**src/rtl/seq_divider.sv**
```systemverilog
// Unsigned restoring divider: one quotient bit per clock, WIDTH iterations per operation.
// A zero divisor bypasses the iteration and reports an exception one edge after the request.
module seq_divider #(
    parameter int unsigned WIDTH = 8
) (
    input  logic             clock,
    input  logic             reset,
    input  logic             ctrl_div,
    input  logic [WIDTH-1:0] data_dividend,
    input  logic [WIDTH-1:0] data_divisor,
    output logic [WIDTH-1:0] data_quotient,
    output logic [WIDTH-1:0] data_remainder,
    output logic             data_resultRDY,
    output logic             data_exception,
    output logic             busy
);

    localparam int unsigned CW = $clog2(WIDTH + 1);

    typedef enum logic {
        S_IDLE,
        S_RUN
    } state_t;

    state_t           r_state;
    logic [WIDTH-1:0] r_work;
    logic [WIDTH-1:0] r_divisor;
    logic [WIDTH-1:0] r_prem;
    logic [CW-1:0]    r_cnt;
    logic [WIDTH-1:0] r_quot;
    logic [WIDTH-1:0] r_rem;
    logic             r_rdy;
    logic             r_exc;

    logic [WIDTH:0]   w_trial;
    logic [WIDTH:0]   w_diff;
    logic             w_nobrw;
    logic [WIDTH-1:0] w_prem_next;
    logic [WIDTH-1:0] w_work_next;

    // r_work holds the remaining dividend bits in its upper part and collects
    // quotient bits from the bottom, so after WIDTH shifts it is the quotient.
    // The partial remainder is always below the divisor, so the sign bit of the
    // WIDTH+1-bit difference is exactly the borrow.
    always_comb begin
        w_trial     = {r_prem, r_work[WIDTH-1]};
        w_diff      = w_trial + ~{1'b0, r_divisor} + (WIDTH + 1)'(1);
        w_nobrw     = ~w_diff[WIDTH];
        w_prem_next = w_nobrw ? w_diff[WIDTH-1:0] : w_trial[WIDTH-1:0];
        w_work_next = (r_work << 1) | WIDTH'(w_nobrw);
    end

    always_ff @(posedge clock or posedge reset) begin
        if (reset) begin
            r_state   <= S_IDLE;
            r_work    <= '0;
            r_divisor <= '0;
            r_prem    <= '0;
            r_cnt     <= '0;
            r_quot    <= '0;
            r_rem     <= '0;
            r_rdy     <= 1'b0;
            r_exc     <= 1'b0;
        end else begin
            r_rdy <= 1'b0;
            case (r_state)
                S_IDLE: begin
                    if (ctrl_div) begin
                        if (data_divisor == '0) begin
                            r_quot <= '0;
                            r_rem  <= data_dividend;
                            r_exc  <= 1'b1;
                            r_rdy  <= 1'b1;
                        end else begin
                            r_work    <= data_dividend;
                            r_divisor <= data_divisor;
                            r_prem    <= '0;
                            r_cnt     <= '0;
                            r_state   <= S_RUN;
                        end
                    end
                end
                S_RUN: begin
                    r_prem <= w_prem_next;
                    r_work <= w_work_next;
                    r_cnt  <= r_cnt + CW'(1);
                    if (r_cnt == CW'(WIDTH - 1)) begin
                        r_quot  <= w_work_next;
                        r_rem   <= w_prem_next;
                        r_exc   <= 1'b0;
                        r_rdy   <= 1'b1;
                        r_state <= S_IDLE;
                    end
                end
                default: r_state <= S_IDLE;
            endcase
        end
    end

    assign data_quotient  = r_quot;
    assign data_remainder = r_rem;
    assign data_resultRDY = r_rdy;
    assign data_exception = r_exc;
    assign busy           = (r_state == S_RUN);

endmodule

```
**config.mk**
```make
export PLATFORM = sky130hd
export DESIGN_NAME = seq_divider
export DESIGN_NICKNAME = d
export VERILOG_FILES = /design/src/rtl/seq_divider.sv
export SDC_FILE = /design/constraint.sdc
export NUM_CORES = 1
export LEC_CHECK = 0
export BUFFER_PORTS_ARGS = -buffer_cell sky130_fd_sc_hd__buf_4
export CAP_MARGIN = 15
export CORE_MARGIN = 4
export CORE_UTILIZATION = 35
export DETAILED_ROUTE_END_ITERATION = 10
export PLACE_DENSITY = 0.58
export RECOVER_POWER = 100
export REMOVE_ABC_BUFFERS = 1
export SYNTH_ARGS = -nofsm -noshare
export SYNTH_HDL_FRONTEND = slang
export SYNTH_SLANG_ARGS = --single-unit
export TNS_END_PERCENT = 100
```
**constraint.sdc**
```tcl
create_clock -name clock -period 3.1 [get_ports clock]
set_input_delay 0.465 -clock clock [delete_from_list [all_inputs] [get_ports clock]]
set_output_delay 0.465 -clock clock [all_outputs]
set_load 0.005 [all_outputs]
```
After elaboration in Yosys (flattened, before gate mapping)
Cells that the tools add are included.
Cells by class
  add/subtract/negate cells: 3
  eq/ne operators: 5
  multiplexer cells: 30
  bitwise gates (word level): 5
  reduce and logical (&&, ||, !) cells: 4
Operators with widths (count)
  two-way mux 8 bit: 11
  case mux 8 bit (2 select lines): 4
  adder 9 x 1 -> 9 bit, second input constant: 1
  adder 9 bit: 1
  two-way mux 1 bit: 9
  inverter 8 -> 9 bit: 1
  logical NOT 8 bit: 1
  two-way mux 4 bit: 2
  bitwise OR 8 x 1 -> 8 bit: 1
  case mux 4 bit (2 select lines): 1
  inequality test 2 bit, second input constant: 3
  case mux 1 bit (2 select lines): 3
  AND reduction 3 bit: 2
  adder 4 x 1 -> 4 bit, second input constant: 1
  equality test 4 x 3 -> 1 bit, second input constant: 1
  inverter 1 bit: 3
  inequality test 2 x 1 -> 1 bit, second input constant: 1
  AND reduction 2 bit: 1
Storage, ports and cells
  register bits after elaboration: 47
  input port bits: 19
  word-level logic and storage cells: 56

Depth between registers and ports, before layout
Gate-level depths: netlist of the first run.
  depth in word-level cells: 7
  gate-level depth with buffers: 11
  mapped depth without buffers: 10

Worst setup path before layout of the first run
No wires, ideal clock.
  path kind: reg-to-reg
  start point: register r_work[7]
  end point: register r_rem[2] (netlist: data_remainder[2])
  setup time: 0.126 ns
  arrival: 2.186 ns
  data required time: 2.974 ns
  slack: 0.788 ns
  cell stages (with the launch flop): 11
  buffers on the path: 1
  clock period less this slack: 2.312 ns
  path through: dfrtp_1 > inv_1 > ha_1 > inv_1 > fa_1 > a211oi_2 > o31ai_4 > a41oi_2 > buf_6 > mux2i_1 > o22ai_1
Between the ends
  longest elaborated chain between the ends: 5
RTL lines
  from (decl): line 26  | logic [WIDTH-1:0] r_work;
  from (signal assigned): line 75  | r_work <= data_dividend;
  from (signal assigned): line 85  | r_work <= w_work_next;
  adder 9 bit: line 47  | w_diff = w_trial + ~{1'b0, r_divisor} + (WIDTH + 1)'(1);
  adder 9 x 1 -> 9 bit: line 47
  two-way mux 8 bit: line 49  | w_prem_next = w_nobrw ? w_diff[WIDTH-1:0] : w_trial[WIDTH-1:0];
  two-way mux 8 bit: line 87  | if (r_cnt == CW'(WIDTH - 1)) begin
  case mux 8 bit (2 select lines): line 66  | case (r_state)
  to (signal assigned): line 71  | r_rem <= data_dividend;
  to (signal assigned): line 89  | r_rem <= w_prem_next;
  to (decl): line 31  | logic [WIDTH-1:0] r_rem;
No other way between the ends. The select of a mux whose other input is x is not followed.
A chain may end at the register's enable or synchronous reset.

Final worst setup path of the first run
  start point: register r_cnt[0]
  end point: register r_rem[7] (netlist: data_remainder[7])
Between the ends
  longest elaborated chain between the ends: 3
RTL lines
  from (decl): line 29  | logic [CW-1:0] r_cnt;
  from (signal assigned): line 86  | r_cnt <= r_cnt + CW'(1);
  equality test 4 x 3 -> 1 bit: line 87
  inequality test 2 x 1 -> 1 bit (no source line)
  AND reduction 3 bit (no source line)
No other way between the ends.

==> results.md, run 1 <==
Pwr:
- The worst-case IR drop observed on VDD is approximately 0.40 mV.
- Summed over all nets, the switching power comes to approximately 1.5 mW.
- The clock network fraction of total power is roughly an eighth.
- The relative contribution of sequential cells to total power is 32.0%.
- The sum of internal, switching and leakage power is between 3 and 4 mW.
- The logic gate share of total power is 54.8%.
- The switching part of the total is a little over two fifths.
- The internal power of the cells totals 1.97 mW.
- The leakage power summed over all cells is 1.29 nW.
- The power per standard cell area is 1210 mW/mm^2.

Finish:
- Of the cells placed in the final design, the portion with a size suffix greater than 1 is between 10% and 20%.
- Across the whole layout, storage elements account for about 0.0012 sq mm.
- For this run, the post-layout net count is roughly 320.
- The number of non-filler instances in the completed layout is roughly 360.
- With fillers left out, the area of the finished cells amounts to 0.00282 sq mm.
- The post-synthesis to final-layout area growth is 18.7%.
- The number of inserted diodes is 0.
- In the final layout, the multi-input gates occupy approximately 0.0011 sq mm.
- The number of inserted filler cells in the final layout is about 650.

Outcome:
- The checks that failed: capacitance limit, slew limit.
- The flow ran to the end, but the final reports show violations.

Placement:
- Including well taps, the total number of placed cells is 356.
- During placement, the flow inserted port buffers numbering 37.
- Once detailed placement completed, the half-perimeter wirelength came to around 4000 microns.
- The post-placement worst setup slack is 0.463 ns.
- The placed instances occupy a cell area of 0.00274 sq mm.
- The final estimated routing congestion in global placement is around 0.84.

STA:
- Setup repair after global routing left no endpoint under its margin.
- The post-route minimum period is between 2 and 3 ns.
- Setup total negative slack on the finished layout was measured at 0 ns.
- The max-slew violation count was between 40 and 50.
- The post-route fraction of the period consumed by the critical path is between 80% and 90%.
- The worst path meets setup with roughly 0.43 ns of slack.
- The post-route clock skew is between 0.006 and 0.007 ns.
- The final setup violation count is 0.
- The number of failing hold endpoints at the final stage is 0.
- The maximum operating frequency is ~0.37 GHz.
- The worst slew margin relative to its limit is -19.4%.
- The measured slew at the worst slew-check pin is 1.79 ns.

Logic synthesis:
- After Yosys synthesis, XOR and XNOR cells account for 2.21% of the synthesized area.
- By area the synthesized netlist is led by sky130_fd_sc_hd__dfrtp_1 (49%), sky130_fd_sc_hd__o21ai_0 (7.8%), sky130_fd_sc_hd__nand2_1 (6.2%).
- The commonest cells after synthesis are sky130_fd_sc_hd__dfrtp_1 (47), sky130_fd_sc_hd__nand2_1 (39), sky130_fd_sc_hd__o21ai_0 (37).
- In this run, synthesis inferred 0 flip-flops with an integrated enable.
- The area share of fa/ha/maj cells after synthesis is under 10%.
- The synthesized-area fraction occupied by and/or/nand/nor cells is 12.7%.
- The share of Yosys cell area claimed by the top area cell type is about half.
- The number of library cell types mapped by synthesis is 39.
- In this run the mean area of a mapped cell was roughly 9.7 sq um.
- The portion of synthesized area spent on multiplexers is 6.83%.
- The count of mapped cells out of synthesis is roughly 250.
- The flop and latch count out of synthesis is between 40 and 50.
- After synthesis, the largest family of logic cells by area is compound AO/OA/AOI/OAI gates.
- The mapped netlist covers 0.00238 sq mm.
- Sequential cells were found to cover just under 50% of the synthesized design area.
- The most used flip-flop cell after synthesis is sky130_fd_sc_hd__dfrtp_1.
- For this run, the number of Yosys warnings is 0.
- Of all flip-flops after synthesis, the portion carrying an async set or reset was 100%.
- The cell type contributing the most total cell area after synthesis is sky130_fd_sc_hd__dfrtp_1.
- The synthesized netlist devotes about a fifth of its cell area to compound gates.
- Yosys instantiated no cell more often than sky130_fd_sc_hd__dfrtp_1.

Route:
- The post-route antenna net violation count is 0.
- The routed layout has 1855 vias.
- After detailed routing, the number of remaining DRC violations is 0.
- The pre-antenna-repair detailed-routing pass consisted of 4 iterations.
- In the final routed layout, each cell accounts on average for roughly 15 microns.
- The detailed router finished its first iteration with between 70 and 80 violations.
- The detail-routed via count per cell is approximately 5.1.
- The final wirelength is about 5400 microns.

Setup path:
- The data required time of the worst path is between 3 and 4 ns.
- For flop-to-flop paths, the worst setup slack is around 0.43 ns.
- The signal arrival time at the worst endpoint is between 2 and 3 ns.
- The worst reg-to-reg path cell count is 8.
- STA classifies the critical path startpoint as a register.
- The worst setup path is captured at a register.
- The maximum fanout count along the critical path is 17.
- By startpoint and endpoint, the worst setup path is classified as reg2reg.

Floorplanning:
- Row generation in the floorplan step produced 29 rows.
- The die height is 90.5 microns.
- In this run the horizontal extent of the chip is 90.5 microns.
- Once the floorplan was initialized, standard cells occupied between 30% and 40% of the core.
- The die footprint is roughly 0.008 sq mm.
- The floorplan core area is approximately 0.0065 sq mm.
- The boundary pin count is 38.

Clocking:
- The number of setup buffers added after CTS is 0.
- Clock-pin slew was measured on the worst setup and hold paths at about 0.09 ns.
- At the later pin of the worst-skew pair, clock insertion delay measures roughly 0.30 ns.
- The clock tree from TritonCTS is built.
- The number of gates resized after cts is 0.
- The CTS H-tree depth is 2.
- TritonCTS created 5 clock buffers.
- The root buffer cell chosen for the clock tree is sky130_fd_sc_hd__clkbuf_8.
- The number of buffers on the longest clock path is 2.
- The number of hold-repair buffers added at the cts stage is 0.
- CTS saw 47 sinks.

Run:
- The number of max-cap violations is 1.

Global route:
- For this run, the total global-route usage over all layers was measured as around 14%.
- The global-route wire length before repair is between 9000 and 10000 microns.
- For this run the aggregate overflow at the end of global routing stands at 0.
- The maximum number of pins on one net before global-route repair is 48.
- The via count of the first global-routing pass is between 1500 and 2000.
- The number of antenna violations at the first check in global routing is 0.

Min path:
- Counting instances, the worst hold path has a depth of 3.
- The class of the worst hold path is in2reg.
==> layout by cell type (no fill, tap or decap), types with 2 or more instances in the layout <==
cell type and n:
sky130_fd_sc_hd__a21oi_1 13, sky130_fd_sc_hd__a31oi_1 3, sky130_fd_sc_hd__buf_4 19, sky130_fd_sc_hd__clkbuf_1 7, sky130_fd_sc_hd__clkbuf_4 17, sky130_fd_sc_hd__clkbuf_8 5
sky130_fd_sc_hd__clkinv_1 2, sky130_fd_sc_hd__dfrtp_1 47, sky130_fd_sc_hd__ha_1 9, sky130_fd_sc_hd__inv_1 11, sky130_fd_sc_hd__mux2i_1 14, sky130_fd_sc_hd__nand2_1 39
sky130_fd_sc_hd__nand3_1 6, sky130_fd_sc_hd__nor2_1 10, sky130_fd_sc_hd__nor4_1 2, sky130_fd_sc_hd__o21a_1 3, sky130_fd_sc_hd__o21ai_0 41, sky130_fd_sc_hd__o21ai_1 2
sky130_fd_sc_hd__o22ai_1 2, sky130_fd_sc_hd__or3_1 7, sky130_fd_sc_hd__xor2_1 5
==> metrics by stage <==
| step | utilization (%) | hold slack, ns |
|---|---|---|
| final | 43.7 | 0.373 |
| after global routing | 43.7 | 0.381 |
| after CTS | 44.1 | 0.369 |
| after detailed placement | 42.5 | 0.473 |
| after global placement | 42.5 | 0.468 |
| after floorplan | - | 0.463 |
==> critical path: stages, from the launching register on <==
cell                       delay (ns)
sky130_fd_sc_hd__dfrtp_1         0.42
sky130_fd_sc_hd__ha_1            0.24
sky130_fd_sc_hd__nand2_1         0.12
sky130_fd_sc_hd__or2_0           0.43
sky130_fd_sc_hd__o21a_1          0.36
sky130_fd_sc_hd__clkbuf_1        0.55
sky130_fd_sc_hd__or3_1           0.19
sky130_fd_sc_hd__o221ai_1        0.10
sky130_fd_sc_hd__a31oi_1         0.17
==> cell families (layout without fill, tap and decap cells) <==
group,Yosys count,count (layout)
compound gates,75,75
fa+ha+maj,10,10
xor+xnor,6,6
flops,47,47
mux,16,16
simple gates,69,69
buf+inv,23,63
==> layout make-up <==
class | instances | area share [%]
Multi-Input combinational cell | 176 | 38.9
Timing Repair Buffer | 43 | 10.5
Inverter | 13 | 1.73
Clock buffer | 5 | 2.44
Clock inverter | 2 | 1.33
Sequential cell | 47 | 41.6
Tap cell | 77 | 3.41
==> path summary, 6_finish.rpt <==
check / start / end
min in group asynchronous: reset / data_quotient[7]$_DFFE_PP0P_
max in group asynchronous: reset / r_divisor[3]$_DFFE_PP0P_
worst min-delay path: data_divisor[1] / r_divisor[1]$_DFFE_PP0P_
worst max register to register: r_cnt[0]$_DFFE_PP0P_ / data_remainder[7]$_DFFE_PP0P_
worst min register to register: data_quotient[4]$_DFFE_PP0P_ / data_quotient[4]$_DFFE_PP0P_
worst max-delay path: r_cnt[0]$_DFFE_PP0P_ / data_remainder[7]$_DFFE_PP0P_
==> state kept, by name (all words and copies together), names as in the netlist <==
signal and cells:
data_resultRDY 1, busy 1, data_remainder 8, r_prem 8, r_cnt 4, data_exception 1
r_divisor 8, data_quotient 8, r_work 8
==> per-layer routing <==
layer | GRT usage (%) | routed length [microns] | vias to the layer above
met5 | 0 | 0 | -
met3 | 3.58 | 195 | 5
met1 | 19.5 | 2800 | 883
met2 | 20.9 | 2400 | 30
met4 | 3.83 | 52 | 0
li1 | - | - | 937
==> power groups by stage <==
stage          clock [mW]  combinational (mW)  sequential (mW)
5_1_grt             0.485                2.14             1.14
6_report            0.452                1.88             1.10
2_1_floorplan           0                1.34             1.11
4_1_cts             0.458                1.96             1.10
3_5_place_dp            0                1.95             1.11
3_3_place_gp            0                1.93             1.11
(Power assumes the default switching activity.)
==> run 2: changes to the inputs <==
--- a/config.mk
+++ b/config.mk
@@ -5,8 +5,10 @@
 export SDC_FILE = /design/constraint.sdc
 export NUM_CORES = 1
 export LEC_CHECK = 0
+export ABC_AREA = 0
 export BUFFER_PORTS_ARGS = -buffer_cell sky130_fd_sc_hd__buf_4
 export CAP_MARGIN = 15
+export CORE_ASPECT_RATIO = 0.75
 export CORE_MARGIN = 4
 export CORE_UTILIZATION = 35
 export DETAILED_ROUTE_END_ITERATION = 10
==> results.md, run 2 (same netlist as run 1, synthesis figures left out) <==
Clocking:
- The clock latency on the worst-skew pair is 0.29 ns (about the same).
- The cell sitting at the root of the clock tree is a sky130_fd_sc_hd__clkbuf_8.
- The number of hold-repair buffers added at the cts stage is 0 (unchanged).
- The number of buffers added by the clock tree synthesis step came to 5 (unchanged).
- The clock sink total is 47 (unchanged).
- The number of buffers inserted by post-CTS setup repair came to 0 (unchanged).
- The register clock-pin slew on the reported worst setup and hold paths was 0.08 ns (about the same).
- The number of gates resized after cts is 0 (unchanged).
- The CTS H-tree depth is 2 (unchanged).
- The number of buffers on the longest clock path is 2 (unchanged).
- The clock tree from TritonCTS is built.

Min path:
- The worst hold path belongs to the class in2reg.
- The endpoint of the worst hold-timing path is r_divisor[1]$_DFFE_PP0P_.
- The cell count of the worst hold path is 3 (unchanged).
- The critical hold path startpoint is data_divisor[1].

Placement:
- The number of placed cells counting well taps is 360 (+1.1%).
- The final estimated routing congestion in global placement came to 0.786 (-6.8%).
- The count of buffers inserted at the top-level ports came to 37 (unchanged).
- The final HPWL from detailed placement is 4040 microns (+0.12%).

Setup path:
- The data required time of the worst path came to 3.31 ns (-0.02 ns).
- The worst setup path is of the reg2reg kind.
- The signal arrival time at the worst endpoint is 2.92 ns (+0.03 ns).
- The type of origin of the critical path is a register.
- The worst flop-to-flop path startpoint is r_work[7]$_DFFE_PP0P_.
- The kind of end point of the critical path is a register.
- In this run the critical register-to-register path is captured at data_remainder[0]$_DFFE_PP0P_.
- The setup slack of the most critical reg-to-reg path came to 0.40 ns (-0.04 ns).
- The worst reg-to-reg path cell count came to 10 (+2).
- The maximum fanout count along the critical path is 12 (-5).

Pwr:
- The leakage power summed over all cells is 1.29 nW (+0.23%).
- The cell internal power dissipation is 1.90 mW (-3.8%).
- The power per standard cell area is 1180 mW/mm^2 (-2.6%).
- The relative contribution of sequential cells to total power is 33.3% (+1.3 points).
- The largest vdd supply drop came to 0.404 mV (about the same).
- The switching power total is 1.42 mW (-2.7%).
- The clock network fraction of total power is 11.3% (-1.9 points).
- The logic gate share of total power is 55.4% (+0.6 points).
- The switching part of the total is 42.7% (+0.27 points).

Route:
- The total number of vias is 1867 (+0.65%).
- The mean routed wirelength per cell is 14.9 microns (-0.96%).
- The final wirelength is 5450 microns (+0.13%).
- The count of TritonRoute iterations in the first routing pass is 4 (unchanged).
- The detail-routed via count per cell is 5.09 (-0.45%).
- The initial detailed-routing violation count is 79 (+5.3%).
- The remaining routing DRC violations is 0 (unchanged).
- The post-route antenna net violation count is 0 (unchanged).

Finish:
- Leaving out fill and tap cells, the most frequent cells in the layout are sky130_fd_sc_hd__dfrtp_1 (47), sky130_fd_sc_hd__o21ai_0 (43), sky130_fd_sc_hd__nand2_1 (39).
- Leaving out fill and tap cells, the most frequent cell in the layout is sky130_fd_sc_hd__dfrtp_1.
- The number of non-filler instances in the completed layout is 367 (+1.1%).
- The number of inserted diodes is 0 (unchanged).
- The number of inserted filler cells in the final layout is 621 (-4.6%).
- The number of nets in the layout is 315 (unchanged).
- Compared with the post-synthesis result, the final layout area differs by 17.8%.
- The share of post-route cells with drive strength above 1 is 17.8% (+0.35 points).

Run:
- The number of max-cap violations is 1 (unchanged).

STA:
- Setup repair after global routing left no endpoint under its margin.
- The measured slew at the worst slew-check pin is 1.81 ns (+0.0242 ns).
- The post-route minimum period came to 2.70 ns (+0.0373 ns).
- The maximum operating frequency came to 0.370 GHz (-1.4%).
- The post-route fraction of the period consumed by the critical path is 87.2% (+1.2 points).
- The final setup violation count was 0 (unchanged).
- The number of failing hold endpoints at the final stage was 0 (unchanged).
- The post-route clock skew is 0.00807 ns (+0.00147 ns).
- The worst slew margin relative to its limit came to -21.0% (-1.6 points).
- The max-slew violation count is 48 (unchanged).
- The sum of negative setup slack is 0 ns (unchanged).

Outcome:
- The run finished, with violations left.
- The final reports fail on capacitance limit, slew limit.

Global route:
- The maximum number of pins on one net before global-route repair is 48 (unchanged).
- The via count of the first global-routing pass was 1846 (+0.44%).
- The global-route wire length before repair is 9340 microns (+1.3%).
- The total routing resource utilization after global routing is 14.5% (+0.74 points).
- The number of antenna violations at the first check in global routing came to 0 (unchanged).
- The remaining global-route overflow is 0 (unchanged).

Floorplanning:
- The standard-cell row count came to 25 (-14%).
- The effective utilization at floorplan is 36.9% (+0.086 points).
- The floorplan core area is 0.00644 sq mm (-0.23%).
- The die footprint is 0.00820 sq mm (+0.16%).
- The overall die width was 103 microns (+14%).
- The die height was 79.4 microns (-12%).
- The boundary pin count is 38 (unchanged).
-- run 2: changes by cell type in the layout (fill, tap and decap cells not counted), sizes merged --
cell      before  now
clkinv         2    3
buf           19   20
clkinvlp       1    0
bufinv         1    0
-- run 2: layout make-up --
cell class | count | area (sq um) | share of cell area, %
clock inverters | 1 | 5.00 | 0.179
multi-input cells | 176 | 1080 | 38.6
inverters | 13 | 48.8 | 1.74
well taps | 81 | 101 | 3.62
flip-flops and latches | 47 | 1180 | 42.0
clock buffers | 6 | 82.6 | 2.95
repair buffers | 43 | 308 | 11.0
-- run 2: critical path, stage by stage, from the launching register on --
cell                       delay, ns
sky130_fd_sc_hd__dfrtp_1        0.39
sky130_fd_sc_hd__inv_1          0.08
sky130_fd_sc_hd__ha_1           0.16
sky130_fd_sc_hd__inv_1          0.06
sky130_fd_sc_hd__fa_1           0.40
sky130_fd_sc_hd__a211oi_1       0.34
sky130_fd_sc_hd__o31ai_1        0.22
sky130_fd_sc_hd__a41oi_2        0.23
sky130_fd_sc_hd__buf_4          0.24
sky130_fd_sc_hd__mux2_1         0.36
sky130_fd_sc_hd__a31oi_1        0.16
-- run 2: metal layers --
| layer | vias up | part of all wire (%) | GRT usage, % | routed length, microns |
|---|---|---|---|---|
| met3 | 4 | 4.7 | 3.67 | 255 |
| met5 | - | 0 | 0 | 0 |
| met1 | 890 | 52 | 22.6 | 2860 |
| met4 | 0 | 0.53 | 2.33 | 29 |
| li1 | 938 | - | - | - |
| met2 | 35 | 42 | 20.6 | 2310 |
-- run 2: worst max-delay path by stage --
| stage | cells past startpoint | startpoint | slack (ns) | to |
|---|---|---|---|---|
| finish | 10 | r_work[7]$_DFFE_PP0P_ | 0.40 | data_remainder[0]$_DFFE_PP0P_ |
| global route | 11 | r_work[7]$_DFFE_PP0P_ | 0.20 | data_remainder[0]$_DFFE_PP0P_ |
| CTS | 10 | r_work[7]$_DFFE_PP0P_ | 0.48 | data_remainder[0]$_DFFE_PP0P_ |
| detailed placement | 10 | r_work[7]$_DFFE_PP0P_ | 0.49 | data_remainder[0]$_DFFE_PP0P_ |
| global placement | 10 | r_work[7]$_DFFE_PP0P_ | 0.59 | data_remainder[0]$_DFFE_PP0P_ |
| floorplan | 7 | busy$_DFF_PP0_ | 0.47 | data_remainder[6]$_DFFE_PP0P_ |
-- run 2: power groups by stage --
| stage | sequential [mW] | combinational [mW] | clock [mW] |
|---|---|---|---|
| floorplan | 1.11 | 1.34 | 0 |
| global placement | 1.12 | 1.92 | 0 |
| detailed placement | 1.12 | 1.95 | 0 |
| CTS | 1.11 | 1.96 | 0.393 |
| global route | 1.14 | 2.10 | 0.424 |
| finish | 1.10 | 1.84 | 0.375 |
-- run 2: through the flow --
step	setup slack, ns	utilization [%]	power, mW	cell area (sq um)	hold WS, ns
floorplan	0.468	-	2.44	2320	0.463
global placement	0.593	42.7	3.04	2750	0.467
detailed placement	0.494	42.7	3.07	2750	0.476
CTS	0.483	44.0	3.46	2840	0.379
global route	0.202	43.5	3.67	2800	0.392
finish	0.396	43.5	3.31	2800	0.387
